### config.mk
export PLATFORM = sky130hd
export DESIGN_NAME = fetch_unit
export DESIGN_NICKNAME = d
export VERILOG_FILES = /design/src/rtl/fetch_unit.sv
export SDC_FILE = /design/constraint.sdc
export NUM_CORES = 1
export LEC_CHECK = 0
export ABC_AREA = 1
export CORE_UTILIZATION = 60
export CTS_BUF_LIST = sky130_fd_sc_hd__clkbuf_4 sky130_fd_sc_hd__clkbuf_8
export DETAILED_ROUTE_END_ITERATION = 7
export PLACE_DENSITY = 0.94
export RECOVER_POWER = 25
export SLEW_MARGIN = 20
export SYNTH_ARGS = -nofsm -noshare
export SYNTH_HDL_FRONTEND = slang
export SYNTH_SLANG_ARGS = --single-unit
### constraint.sdc
create_clock -name clk -period 7.7 [get_ports clk]
set_input_delay 1.155 -clock clk [delete_from_list [all_inputs] [get_ports clk]]
set_output_delay 1.155 -clock clk [all_outputs]
set_load 0.005 [all_outputs]
### src/rtl/fetch_unit.sv
// -----------------------------------------------------------------------------
// fetch_unit
//
// Instruction fetch and operand-address stage of the 6502 core. Owns the
// program counter, reads the opcode plus 0-2 operand bytes and, for the two
// indirect modes, the two zero-page pointer bytes. It then presents the
// opcode, first operand byte and effective address to the decoder.
//
// Ports
//   clk, reset_n        clock (rising edge) / asynchronous reset, active HIGH
//   mem_addr, mem_re    memory read request; one strobe cycle per byte
//   mem_rdata           read data, valid in the cycle after mem_re
//   x_in, y_in          index register values
//   pc_load,
//   pc_load_value       PC reload, taken only on the completing handshake
//   instruction         latched opcode
//   operand             first operand byte (0 for implied)
//   addr                effective address
//   pc                  address of the next byte to fetch
//   instruction_ready   outputs valid (level)
//   instruction_done    decoder completion
//   state_dbg           current FSM state, for observation only
//
// Handshake: instruction_ready rises on the edge that enters READY and stays
// high with instruction/operand/addr frozen. The transfer completes on the
// first rising edge in READY where instruction_done is 1; instruction_ready
// falls on that edge and the next opcode read is issued in the very next
// cycle. instruction_done outside READY has no effect.
// -----------------------------------------------------------------------------
module fetch_unit #(
    parameter int                    ADDR_WIDTH = 16,
    parameter int                    REG_WIDTH  = 8,
    parameter logic [ADDR_WIDTH-1:0] RESET_PC   = 16'h8000
) (
    input  logic                  clk,
    input  logic                  reset_n,
    output logic [ADDR_WIDTH-1:0] mem_addr,
    output logic                  mem_re,
    input  logic [REG_WIDTH-1:0]  mem_rdata,
    input  logic [REG_WIDTH-1:0]  x_in,
    input  logic [REG_WIDTH-1:0]  y_in,
    input  logic                  pc_load,
    input  logic [ADDR_WIDTH-1:0] pc_load_value,
    output logic [REG_WIDTH-1:0]  instruction,
    output logic [REG_WIDTH-1:0]  operand,
    output logic [ADDR_WIDTH-1:0] addr,
    output logic [ADDR_WIDTH-1:0] pc,
    output logic                  instruction_ready,
    input  logic                  instruction_done,
    output logic [3:0]            state_dbg
);

    typedef enum logic [3:0] {
        OP_RQ = 4'd0,
        OP_WT = 4'd1,
        LO_RQ = 4'd2,
        LO_WT = 4'd3,
        HI_RQ = 4'd4,
        HI_WT = 4'd5,
        PL_RQ = 4'd6,
        PL_WT = 4'd7,
        PH_RQ = 4'd8,
        PH_WT = 4'd9,
        READY = 4'd10
    } state_t;

    typedef enum logic [3:0] {
        M_IMP  = 4'd0,
        M_IMM  = 4'd1,
        M_ZPG  = 4'd2,
        M_ZPX  = 4'd3,
        M_ZPY  = 4'd4,
        M_ABS  = 4'd5,
        M_ABX  = 4'd6,
        M_ABY  = 4'd7,
        M_INDX = 4'd8,
        M_INDY = 4'd9,
        M_REL  = 4'd10
    } mode_t;

    localparam logic [ADDR_WIDTH-1:0] PC_ONE  = 1;
    localparam logic [REG_WIDTH-1:0]  PTR_ONE = 1;

    // Addressing mode from the bbb/cc fields, with the few opcode-specific
    // exceptions (JSR absolute, LDX/STX zp,Y and LDX abs,Y).
    function automatic mode_t decode_mode(input logic [7:0] op);
        mode_t m;
        m = M_IMP;
        case (op[4:2])
            3'b000: begin
                if (op[1:0] == 2'b01)  m = M_INDX;
                else if (op == 8'h20)  m = M_ABS;
                else if (op[7])        m = M_IMM;
                else                   m = M_IMP;
            end
            3'b001: m = M_ZPG;
            3'b010: m = (op[1:0] == 2'b01) ? M_IMM : M_IMP;
            3'b011: m = M_ABS;
            3'b100: begin
                if (op[1:0] == 2'b01)      m = M_INDY;
                else if (op[1:0] == 2'b00) m = M_REL;
                else                       m = M_IMP;
            end
            3'b101: m = (op == 8'h96 || op == 8'hB6) ? M_ZPY : M_ZPX;
            3'b110: m = (op[1:0] == 2'b01) ? M_ABY : M_IMP;
            default: m = (op == 8'hBE) ? M_ABY : M_ABX;
        endcase
        return m;
    endfunction

    function automatic logic [ADDR_WIDTH-1:0] zext(input logic [REG_WIDTH-1:0] v);
        return {{(ADDR_WIDTH-REG_WIDTH){1'b0}}, v};
    endfunction

    // Registered state
    state_t                state_q, state_d;
    mode_t                 mode_q, mode_d;
    logic [ADDR_WIDTH-1:0] pc_q, pc_d;
    logic [REG_WIDTH-1:0]  op_q, op_d;
    logic [REG_WIDTH-1:0]  lo_q, lo_d;
    logic [REG_WIDTH-1:0]  ptr_q, ptr_d;
    logic [REG_WIDTH-1:0]  pl_q, pl_d;

    // Combinational results
    mode_t                 rdata_mode;
    logic                  rd_req;
    logic [ADDR_WIDTH-1:0] rd_addr;
    logic                  load_out;
    logic [REG_WIDTH-1:0]  out_instr;
    logic [REG_WIDTH-1:0]  out_operand;
    logic [ADDR_WIDTH-1:0] out_addr;
    logic [REG_WIDTH-1:0]  zp_x;
    logic [REG_WIDTH-1:0]  zp_y;
    logic [ADDR_WIDTH-1:0] hi_base;
    logic [ADDR_WIDTH-1:0] ptr_base;

    always_comb begin
        state_d     = state_q;
        mode_d      = mode_q;
        pc_d        = pc_q;
        op_d        = op_q;
        lo_d        = lo_q;
        ptr_d       = ptr_q;
        pl_d        = pl_q;
        rd_req      = 1'b0;
        rd_addr     = pc_q;
        load_out    = 1'b0;
        out_instr   = op_q;
        out_operand = lo_q;
        out_addr    = '0;
        rdata_mode  = decode_mode(mem_rdata);
        // Page-zero sums wrap at 8 bits by construction.
        zp_x        = mem_rdata + x_in;
        zp_y        = mem_rdata + y_in;
        hi_base     = {mem_rdata, lo_q};
        ptr_base    = {mem_rdata, pl_q};

        case (state_q)
            OP_RQ: begin
                rd_req  = 1'b1;
                state_d = OP_WT;
            end
            OP_WT: begin
                op_d   = mem_rdata;
                mode_d = rdata_mode;
                pc_d   = pc_q + PC_ONE;
                if (rdata_mode == M_IMP) begin
                    state_d     = READY;
                    load_out    = 1'b1;
                    out_instr   = mem_rdata;
                    out_operand = '0;
                    out_addr    = '0;
                end else begin
                    state_d = LO_RQ;
                end
            end
            LO_RQ: begin
                rd_req  = 1'b1;
                state_d = LO_WT;
            end
            LO_WT: begin
                lo_d  = mem_rdata;
                pc_d  = pc_q + PC_ONE;
                // (ind,X) samples X here because the pointer reads depend on it.
                ptr_d = (mode_q == M_INDX) ? zp_x : mem_rdata;
                case (mode_q)
                    M_ABS, M_ABX, M_ABY: state_d = HI_RQ;
                    M_INDX, M_INDY:      state_d = PL_RQ;
                    default: begin
                        state_d     = READY;
                        load_out    = 1'b1;
                        out_operand = mem_rdata;
                        case (mode_q)
                            M_ZPG:   out_addr = zext(mem_rdata);
                            M_ZPX:   out_addr = zext(zp_x);
                            M_ZPY:   out_addr = zext(zp_y);
                            M_IMM:   out_addr = pc_q;
                            M_REL:   out_addr = pc_q + PC_ONE;
                            default: out_addr = '0;
                        endcase
                    end
                endcase
            end
            HI_RQ: begin
                rd_req  = 1'b1;
                state_d = HI_WT;
            end
            HI_WT: begin
                pc_d     = pc_q + PC_ONE;
                state_d  = READY;
                load_out = 1'b1;
                case (mode_q)
                    M_ABX:   out_addr = hi_base + zext(x_in);
                    M_ABY:   out_addr = hi_base + zext(y_in);
                    default: out_addr = hi_base;
                endcase
            end
            PL_RQ: begin
                rd_req  = 1'b1;
                rd_addr = zext(ptr_q);
                state_d = PL_WT;
            end
            PL_WT: begin
                pl_d    = mem_rdata;
                state_d = PH_RQ;
            end
            PH_RQ: begin
                rd_req  = 1'b1;
                // High pointer byte wraps within page zero.
                rd_addr = zext(ptr_q + PTR_ONE);
                state_d = PH_WT;
            end
            PH_WT: begin
                state_d  = READY;
                load_out = 1'b1;
                out_addr = (mode_q == M_INDY) ? ptr_base + zext(y_in) : ptr_base;
            end
            READY: begin
                if (instruction_done) begin
                    state_d = OP_RQ;
                    if (pc_load) pc_d = pc_load_value;
                end
            end
            default: state_d = OP_RQ;
        endcase
    end

    always_ff @(posedge clk or posedge reset_n) begin
        if (reset_n) begin
            state_q           <= OP_RQ;
            mode_q            <= M_IMP;
            pc_q              <= RESET_PC;
            op_q              <= '0;
            lo_q              <= '0;
            ptr_q             <= '0;
            pl_q              <= '0;
            instruction       <= '0;
            operand           <= '0;
            addr              <= '0;
            instruction_ready <= 1'b0;
        end else begin
            state_q <= state_d;
            mode_q  <= mode_d;
            pc_q    <= pc_d;
            op_q    <= op_d;
            lo_q    <= lo_d;
            ptr_q   <= ptr_d;
            pl_q    <= pl_d;
            if (load_out) begin
                instruction       <= out_instr;
                operand           <= out_operand;
                addr              <= out_addr;
                instruction_ready <= 1'b1;
            end else if (state_q == READY && instruction_done) begin
                instruction_ready <= 1'b0;
            end
        end
    end

    // The state register already sits in OP_RQ while reset is held, so the
    // read strobe is gated by reset to keep the bus idle until release.
    assign mem_re    = rd_req & ~reset_n;
    assign mem_addr  = mem_re ? rd_addr : '0;
    assign pc        = pc_q;
    assign state_dbg = state_q;

endmodule
==> results.toml <==
[detailed_routing]
routed_via_density = 5.964
drc = 0
drt_iter0_drc = 996
ant_nets = 0
vias = 8779
wl_per_cell_um = 17.18
firstDrtPassIters = 6
wirelength_um = 25280

[synthesis]
synth_seq_cells = 89
synth_edf_count = 0
yosysSeqAreaShare = 0.2903
synthDistinctLibCells = 45
synth_top_flop_cell = "dfrtp_1"
syn_avg_cell_area_um2 = 6.349
async_flop_share = 1.000
syn_nets = 1291
synth_cells = 1209
ys_warn_count = 0
syn_area_um2 = 7676

[finish]
syn2layout_area_growth_pct = 17.73
layout-drive-gt1-share = 0.04141
nNetsFinal = 1381
final_util = 0.7370
antenna_cells = 0

[critical_path]
cp_max_fo = 39
cp.required_ns = 6.55
cp.arrival_ns = 3.69
crit_path_end_kind = "output port"
cpMostUsedCell = "inv_1"
crit_chain = "dlygate4sd3_1, clkinv_2, nand2_1, inv_1, o21ai_0, inv_1, clkdlybuf4s50_1"
slowest_stage = "nand2_1"
startpoint_type = "input port"
critPathKind = "input port to output port"
slowest_delay_ns = 0.60

[cts]
cts_buffers = 9
clock_latency_ns = 0.40
htreeDepth = 3
path_clk_slew_ns = 0.10
root_buffer = "clkbuf_8"
cts_tree = "yes"
cts_resized = 0
holdBufCountCts = 0
post_cts.repair.setup_buffers = 0
cts_max_path_buffers = 2
clock_sinks = 89

[global_routing]
gr-total-overflow = 0
grt_max_degree = 53
grt_pass1_vias = 7785
grt_util_all_layers = 0.3925
antenna_found_initial = 0
grt_pass1_wl_um = 39730

[place]
pre_cts_ws_ns = 2.915
gp_congestion = 1.003
place.detailed.hpwl_um = 19190
io_buffers = 113

[timing]
setup_tns_ns = 0
maxSlewViolCount = 0
hold_viol_final = 0
period_share = 0.6292
fin_crit_ns = 4.845
fmax_mhz = 206.4
slew_headroom = 0.2918
setup_violations = 0
rsz0062_at_grt = "false"
skew_ns = 0.009865
holdWs_ns = 0.4842
setup_ws_ns = 2.855
worst_pin_slew_ns = 1.059

[outcome]
status = "finished clean"

[power]
ir_worst_vdd_uv = 246.5
leakagePower_nw = 4.502
power_density_nw_per_um2 = 338.2

[floorplan]
dieArea_um2 = 13250
die_y_um = 115.1
io_pins = 114
num_rows = 40
fp.dieW_um = 115.1
coreArea_um2 = 12260
start_util = 0.6260

[hold_path]
min_path_type = "flop to flop"

[job]
max_cap_viol_count = 0
## per-stage QoR
step	area (um^2)	power, mW	cells
global route	9037	3.304	1472
floorplan	7676	2.035	1209
detailed placement	8860	2.688	1456
finish	9037	3.056	1472
global placement	8860	2.634	1456
CTS	9050	3.021	1472
## Yosys cell counts, drive strengths merged, types with 3 or more instances
cell / number / share of area
nand3: 118 / 0.079
a21oi: 60 / 0.039
inv: 151 / 0.074
xnor2: 5 / 0.0057
nor2: 123 / 0.064
xor2: 6 / 0.0068
nor3: 19 / 0.012
a21o: 3 / 0.0029
mux2: 7 / 0.010
buf: 19 / 0.016
o21ai: 84 / 0.055
clkbuf: 20 / 0.0099
o22ai: 32 / 0.026
nand3b: 3 / 0.0034
o211ai: 10 / 0.0098
o21bai: 9 / 0.0088
ha: 34 / 0.055
nand4: 22 / 0.018
or2: 5 / 0.0041
nand2: 371 / 0.18
o2111ai: 3 / 0.0034
dfrtp: 88 / 0.29
fa: 4 / 0.010
## path summary, 6_finish.rpt
path / end / cells past startpoint / slack, ns / from
max: mem_addr[3] / 7 / 2.86 / reset_n
min: addr[9]$_DFFE_PP0P_ / 2 / 0.48 / addr[9]$_DFFE_PP0P_
max reg2reg: addr[12]$_DFFE_PP0P_ / 16 / 4.38 / mode_q[3]$_DFFE_PP0P_
min reg2reg: addr[9]$_DFFE_PP0P_ / 2 / 0.48 / addr[9]$_DFFE_PP0P_
max in group asynchronous: lo_q[6]$_DFFE_PP0P_ / 3 / 5.31 / reset_n
min in group asynchronous: pc[11]$_DFFE_PP0P_ / 2 / 1.26 / reset_n
## area by class of cell
type	instances	area (um^2)
clock buffer	9	123.9
clock inverter	7	66.31
fill	1039	3224
inverter	153	576.8
multi-input combinational	928	4674
sequential	89	2228
tap	168	210.2
timing repair buffer	118	1157
## metal layers
metal	up-vias	part of all wire	track usage
li1	4165	-	-
met1	3949	0.41	0.5181
met2	559	0.44	0.6181
met3	106	0.098	0.07644
met4	0	0.051	0.1957
met5	-	0	0
## cell usage in the layout, fill, tap and decap left out, types with 10 or more instances in the layout
cell and n:
dfrtp_1 88, nand3_1 117, nand4_1 22, o22ai_1 32, o21ai_0 84, ha_1 34, clkdlybuf4s50_1 98, dlygate4sd3_1 15
nor3_1 19, nor2_1 116, o211ai_1 10, a21oi_1 60, inv_1 142, nand2_1 366
## report_power, final
part	internal, mW	switching, mW	total, mW
Combinational	0.717	1.13	1.85
Sequential	0.681	0.196	0.877
Clock	0.127	0.204	0.331
Total	1.53	1.53	3.06
## cell families after synthesis
| kind of cell | count (synthesis) | share of synthesized area |
|---|---|---|
| simple gates | 664 | 0.3674 |
| compound gates | 208 | 0.1526 |
| buf+inv | 192 | 0.1011 |
| flops | 89 | 0.2903 |
| fa+ha+maj | 38 | 0.06585 |
| xor+xnor | 11 | 0.01255 |
| mux | 7 | 0.01027 |
## critical path, delay by kind of cell
| kind | cells | cell delay (ns) |
|---|---|---|
| AOI/OAI and AO/OA | 1 | 0.15 |
| buffers and inverters | 5 | 1.77 |
| and+or+nand+nor | 1 | 0.60 |
## sequential cells by signal, indices dropped and copies added (netlist names)
register           count
addr                  16
pc                    16
instruction            8
lo_q                   8
op_q                   8
operand                8
pl_q                   8
ptr_q                  8
mode_q                 4
state_dbg              4
instruction_ready      1
Note: power is estimated with default switching activity, not from simulation.
